### src/rtl/code_conv_pkg.sv
// Shared constants, FSM encoding and range-check helper for the code converter scheduler.
package code_conv_pkg;

  localparam logic [1:0] SEL_BIN2GRAY = 2'b00;
  localparam logic [1:0] SEL_BCD2XS3  = 2'b01;
  localparam logic [1:0] SEL_GRAY2BIN = 2'b10;
  localparam logic [1:0] SEL_XS32BIN  = 2'b11;

  localparam logic [3:0] BCD_MAX = 4'd9;
  localparam logic [3:0] XS3_MIN = 4'd3;
  localparam logic [3:0] XS3_MAX = 4'd12;

  typedef enum logic [1:0] {
    IDLE = 2'd0,
    CONV = 2'd1,
    RESP = 2'd2
  } state_e;

  // Flags inputs that are not legal codes for the selected source encoding.
  function automatic logic range_err(input logic [3:0] code, input logic [1:0] sel);
    case (sel)
      SEL_BCD2XS3: range_err = (code > BCD_MAX);
      SEL_XS32BIN: range_err = (code < XS3_MIN) || (code > XS3_MAX);
      default:     range_err = 1'b0;
    endcase
  endfunction

endpackage

### src/rtl/code_conv_rr_arbiter.sv
// Combinational round-robin pick: first asserted req_valid at or after rr_ptr, with wrap.
module code_conv_rr_arbiter #(
  parameter int NUM_REQ = 4,
  parameter int ID_W    = $clog2(NUM_REQ)
) (
  input  logic [NUM_REQ-1:0] req_valid,
  input  logic [ID_W-1:0]    rr_ptr,
  output logic [NUM_REQ-1:0] grant,
  output logic [ID_W-1:0]    winner
);

  logic [ID_W:0] idx;

  // Scan farthest-first so the requester closest to rr_ptr is the last (winning) assignment.
  always_comb begin
    grant  = '0;
    winner = '0;
    idx    = '0;
    for (int i = NUM_REQ - 1; i >= 0; i--) begin
      idx = {1'b0, rr_ptr} + (ID_W + 1)'(i);
      if (idx >= (ID_W + 1)'(NUM_REQ)) begin
        idx = idx - (ID_W + 1)'(NUM_REQ);
      end
      if (req_valid[idx[ID_W-1:0]]) begin
        winner = idx[ID_W-1:0];
      end
    end
    if (|req_valid) begin
      grant[winner] = 1'b1;
    end
  end

endmodule

### src/rtl/code_conv_scheduler.sv
// Time-shares one combinational 4-bit code converter among NUM_REQ requesters;
// one request in flight, response returned two cycles after accept over valid/ready.
module code_conv_scheduler
  import code_conv_pkg::*;
#(
  parameter  int NUM_REQ = 4,
  localparam int ID_W    = $clog2(NUM_REQ)
) (
  input  logic                 clk,
  input  logic                 rst,
  input  logic [NUM_REQ-1:0]   req_valid,
  output logic [NUM_REQ-1:0]   req_ready,
  input  logic [NUM_REQ*4-1:0] req_code,
  input  logic [NUM_REQ*2-1:0] req_sel,
  output logic [3:0]           conv_code_in,
  output logic [1:0]           conv_select,
  input  logic [3:0]           conv_code_out,
  output logic                 rsp_valid,
  input  logic                 rsp_ready,
  output logic [3:0]           rsp_code,
  output logic [ID_W-1:0]      rsp_id,
  output logic                 rsp_err,
  output logic                 busy
);

  state_e state_q, state_d;

  logic [NUM_REQ-1:0] grant;
  logic [ID_W-1:0]    winner;
  logic               accept;

  logic [ID_W-1:0] rr_ptr_q, rr_ptr_d;
  logic [ID_W-1:0] id_q, id_d;
  logic [3:0]      conv_code_q, conv_code_d;
  logic [1:0]      conv_sel_q, conv_sel_d;
  logic            rsp_valid_q, rsp_valid_d;
  logic [3:0]      rsp_code_q, rsp_code_d;
  logic [ID_W-1:0] rsp_id_q, rsp_id_d;
  logic            rsp_err_q, rsp_err_d;

  code_conv_rr_arbiter #(
    .NUM_REQ (NUM_REQ),
    .ID_W    (ID_W)
  ) u_arb (
    .req_valid (req_valid),
    .rr_ptr    (rr_ptr_q),
    .grant     (grant),
    .winner    (winner)
  );

  assign accept = (state_q == IDLE) && (|req_valid);

  always_ff @(posedge clk or posedge rst) begin
    if (rst) begin
      state_q <= IDLE;
    end else begin
      state_q <= state_d;
    end
  end

  always_comb begin
    state_d = state_q;
    case (state_q)
      IDLE:    if (accept) state_d = CONV;
      CONV:    state_d = RESP;
      RESP:    if (rsp_ready) state_d = IDLE;
      default: state_d = IDLE;
    endcase
  end

  always_comb begin
    req_ready = (state_q == IDLE) ? grant : '0;
    busy      = (state_q != IDLE);
  end

  // Converter inputs only move on an accept so the combinational result is stable through CONV.
  always_comb begin
    rr_ptr_d    = rr_ptr_q;
    id_d        = id_q;
    conv_code_d = conv_code_q;
    conv_sel_d  = conv_sel_q;
    rsp_valid_d = rsp_valid_q;
    rsp_code_d  = rsp_code_q;
    rsp_id_d    = rsp_id_q;
    rsp_err_d   = rsp_err_q;
    if (accept) begin
      for (int i = 0; i < NUM_REQ; i++) begin
        if (grant[i]) begin
          conv_code_d = req_code[4*i +: 4];
          conv_sel_d  = req_sel[2*i +: 2];
        end
      end
      id_d     = winner;
      rr_ptr_d = (winner == ID_W'(NUM_REQ - 1)) ? '0 : winner + 1'b1;
    end
    if (state_q == CONV) begin
      rsp_valid_d = 1'b1;
      rsp_code_d  = conv_code_out;
      rsp_id_d    = id_q;
      rsp_err_d   = range_err(conv_code_q, conv_sel_q);
    end
    if ((state_q == RESP) && rsp_ready) begin
      rsp_valid_d = 1'b0;
    end
  end

  always_ff @(posedge clk or posedge rst) begin
    if (rst) begin
      rr_ptr_q    <= '0;
      id_q        <= '0;
      conv_code_q <= '0;
      conv_sel_q  <= '0;
      rsp_valid_q <= 1'b0;
      rsp_code_q  <= '0;
      rsp_id_q    <= '0;
      rsp_err_q   <= 1'b0;
    end else begin
      rr_ptr_q    <= rr_ptr_d;
      id_q        <= id_d;
      conv_code_q <= conv_code_d;
      conv_sel_q  <= conv_sel_d;
      rsp_valid_q <= rsp_valid_d;
      rsp_code_q  <= rsp_code_d;
      rsp_id_q    <= rsp_id_d;
      rsp_err_q   <= rsp_err_d;
    end
  end

  assign conv_code_in = conv_code_q;
  assign conv_select  = conv_sel_q;
  assign rsp_valid    = rsp_valid_q;
  assign rsp_code     = rsp_code_q;
  assign rsp_id       = rsp_id_q;
  assign rsp_err      = rsp_err_q;

endmodule

### config.mk
export PLATFORM = sky130hd
export DESIGN_NAME = code_conv_scheduler
export DESIGN_NICKNAME = d
export VERILOG_FILES = /design/src/rtl/code_conv_pkg.sv /design/src/rtl/code_conv_rr_arbiter.sv /design/src/rtl/code_conv_scheduler.sv
export SDC_FILE = /design/constraint.sdc
export NUM_CORES = 1
export LEC_CHECK = 0
export ABC_AREA = 1
export ABC_CLOCK_PERIOD_IN_PS = 2200
export BUFFER_PORTS_ARGS = -buffer_cell sky130_fd_sc_hd__clkbuf_2
export CAP_MARGIN = 20
export CORE_MARGIN = 1.5
export CORE_UTILIZATION = 44
export DETAILED_ROUTE_END_ITERATION = 8
export GPL_TIMING_DRIVEN = 0
export HOLD_SLACK_MARGIN = 0.06
export PLACE_DENSITY_LB_ADDON = 0.1
export SYNTH_ARGS = -nofsm -noshare
export SYNTH_HDL_FRONTEND = slang
export SYNTH_SLANG_ARGS = --single-unit
### constraint.sdc
create_clock -name clk -period 2.2 [get_ports clk]
set_clock_uncertainty 0.2 [all_clocks]
set_input_delay 0.22 -clock clk [delete_from_list [all_inputs] [get_ports clk]]
set_output_delay 0.22 -clock clk [all_outputs]
set_load 0.01 [all_outputs]
==> flow_summary_export.csv <==
group,metric,value,unit
die,dieArea,0.00348,sq mm
synthesis,synth.area.mux_share,0,%
synthesis,synth_edf_count,0,
synthesis,synth_ff_type,"dfrtp_1",
synthesis,synth.top_cell.area_share,36.3,%
clocking,clock_latency,0.28,ns
synthesis,synth-seq-area-share,36.3,%
sta,rsz0062_at_grt,"yes",
min_path,whs_path_depth,5,
synthesis,yosys_warnings,0,
synthesis,synthTopCellsByCount,"nand2_1, nand3_1, inv_1",
worst_setup_path,worstPathArrival,2.45,ns
routing,drt_iter0_markers,59,
sta,max_slew_margin,51.6,%
synthesis,synthCells,209,
synthesis,synth_most_common_cell,"nand2_1",
routing,viasPerCell,4.72,
routing,drt_pass1_iterations,4,
cells_and_area,diodes,0,
worst_setup_path,worstSetupEndpointType,"flop",
min_path,hold_start,"req_code[10]",
routing,totalWireLength,4.00,mm
synthesis,synth-xor-area-share,0,%
clocking,path_clk_slew,0.10,ns
status,violations,"negative setup slack",
worst_setup_path,required,2.23,ns
synthesis,synthSimpleGateAreaFrac,44.4,%
routing,wire_per_inst,12.0,um
synthesis,synthAdderAreaFrac,3.63,%
grt,grt_antenna_before_repair,0,
cells_and_area,layout-drive-gt1-share,45.5,%
sta,hold_viol_final,0,
synthesis,synth_area_leader_cell,"dfrtp_1",
clocking,numClockSinks,20,
cells_and_area,area_growth,57.8,%
synthesis,synth.distinct_cells,22,
power,ir_worst_vdd,0.00110,V
place,dp_hpwl,2.31,mm
routing,antenna_left,0,
synthesis,postSynth.asyncResetShare,100,%
min_path,min_path_type,"input port to flop",
sta,period_needed,2.42,ns
synthesis,synth_top_family_by_area,"simple AND/OR/NAND/NOR gates",
die,die_h,59.0,um
die,design.core.area,0.00303,sq mm
clocking,tritoncts.num_buffers,3,
die,die_w,59.0,um
sta,timing.fmax,413,MHz
synthesis,synth.ff_latch_count,20,
grt,grt_max_degree,21,
sta,setup_viol,11,
sta,tightest_slew,0.725,ns
grt,grt_pass1_wl,5.88,mm
cells_and_area,nets,331,
grt,track_usage,21.5,%
worst_setup_path,critPathMaxFanout,5,
power,cellLeakagePower,1.23,nW
grt,grt-ovfl-total,0,
place,dp_slack,-0.237,ns
worst_setup_path,path_class,"flop to flop",
routing,drc,0,
clocking,clockRootBuffer,"clkbuf_4",
status,run_status,"complete, but fails checks",
worst_setup_path,reg2reg_depth,17,
synthesis,synthesis.nets,248,
place,placed_area,0.00170,sq mm
synthesis,synth_compound_area_share,3.45,%
synthesis,synth.cell_area,0.00138,sq mm
worst_setup_path,r2r_start,"rr_ptr_q[0]$_DFFE_PP0P_",
sta,period_share,110,%
sta,setup_slack,-0.223,ns
clocking,cts_tree,"done",
routing,vias,1576,
place,portBuffers,53,
place,place_congestion,0.775,
die,start_util,45.6,%
job,max-cap-violations,0,
die,rows,20,
clocking,clock_path_buffers,2,
die,ioPinCount,54,
worst_setup_path,startpoint,"rr_ptr_q[0]$_DFFE_PP0P_",
power,power-per-cell-area,1820,mW/mm^2
clocking,htree_levels,1,
synthesis,syn_avg_cell_area,6.60,sq um
cells_and_area,fin_area,0.00218,sq mm
grt,grt_pass1_vias,1424,
sta,report.final.slew_viol_count,0,
synthesis,yosys-top-cells-area,"dfrtp_1, nand2_1, nand3_1",
worst_setup_path,cp-start-kind,"flop",
==> worst max-delay path, cell delays in order, from the launching register on <==
cell     delay [ns]
dfrtp_1        0.41
buf_6          0.15
inv_6          0.07
nand3_2        0.05
and2_4         0.15
nand3_4        0.10
nand2_2        0.08
nand2_4        0.09
nand2_8        0.08
buf_6          0.12
ha_4           0.15
buf_4          0.13
nand2_2        0.11
buf_6          0.13
nor2_1         0.05
nor2_1         0.15
nand2_1        0.08
nand2_1        0.05
==> routing by layer <==
metal | vias to the layer above | global-route usage, % | routed length, um
li1 | 814 | - | -
met1 | 700 | 27.1 | 1680
met2 | 54 | 39.0 | 2130
met3 | 8 | 0.873 | 134
met4 | 0 | 7.79 | 63
met5 | - | 0 | 0
==> through the flow <==
step,utilization (%),power (W),cells,TNS (ns),hold slack [ns]
floorplan,-,0.00213,209,0,-0.0162
global placement,56.2,0.00261,306,-1.17,0.159
detailed placement,56.2,0.00262,306,-1.17,0.156
CTS,66.1,0.00339,332,-1.77,0.0701
global route,71.9,0.00430,334,-3.16,0.0857
finish,71.9,0.00397,334,-1.94,0.0891
==> timing repair <==
action / CTS / global route
buffers inserted: 15 / 3
gates cloned: 1 / 1
hold buffers: 7 / 0
pin swaps: 12 / 20
gates resized for setup: 31 / 43
endpoints found under the setup margin: 10 / 11
hold endpoints to repair: 27 / 0
==> flip-flops by register name, indices dropped and copies added, names as in the netlist <==
signal,flops
conv_code_in,4
conv_select,2
id_q,2
rr_ptr_q,2
rsp_code,4
rsp_err,1
rsp_id,2
rsp_valid,1
state_q,2
==> kinds of logic (layout without fill, tap and decap cells) <==
family	Yosys count	in the layout
AND/OR/NAND/NOR	137	137
adder cells (fa/ha/maj)	4	4
AO/OA/AOI/OAI	9	9
buffers and inverters	39	120
flip-flops	20	20
==> cell type report <==
type	count	area, sq um
Buffer	5	50.0
Clock buffer	3	22.5
Fill cell	245	850
Inverter	33	141
Multi-Input combinational cell	150	911
Sequential cell	20	502
Tap cell	44	55.1
Timing Repair Buffer	79	497
==> report_power, final <==
part,total [W],internal (W),switching [W]
Combinational,0.00312,0.00137,0.00175
Sequential,0.000696,0.000557,0.000139
Clock,0.000161,0.0000635,0.0000973
==> placed cells by master, fill, tap and decap left out, drive strengths merged <==
cell type	count
buf	28
o21ai	6
clkbuf	52
ha	4
nand2	78
o31ai	1
nor2	18
nor3	1
inv	33
dlygate4sd3	7
nand3	36
a21oi	2
dfrtp	20
nand4	3
and2	1
==> path summary, 6_finish.rpt <==
check,to,slack [ns]
min,conv_code_in[2]$_DFFE_PP0P_,0.09
min reg2reg,rsp_code[2]$_DFFE_PP0P_,0.28
max,conv_code_in[0]$_DFFE_PP0P_,-0.22
max in group asynchronous,rr_ptr_q[1]$_DFFE_PP0P_,0.93
max reg2reg,conv_code_in[0]$_DFFE_PP0P_,-0.22
min in group asynchronous,rsp_code[3]$_DFFE_PP0P_,0.38
No activity file was read; power rests on OpenSTA's default activity.
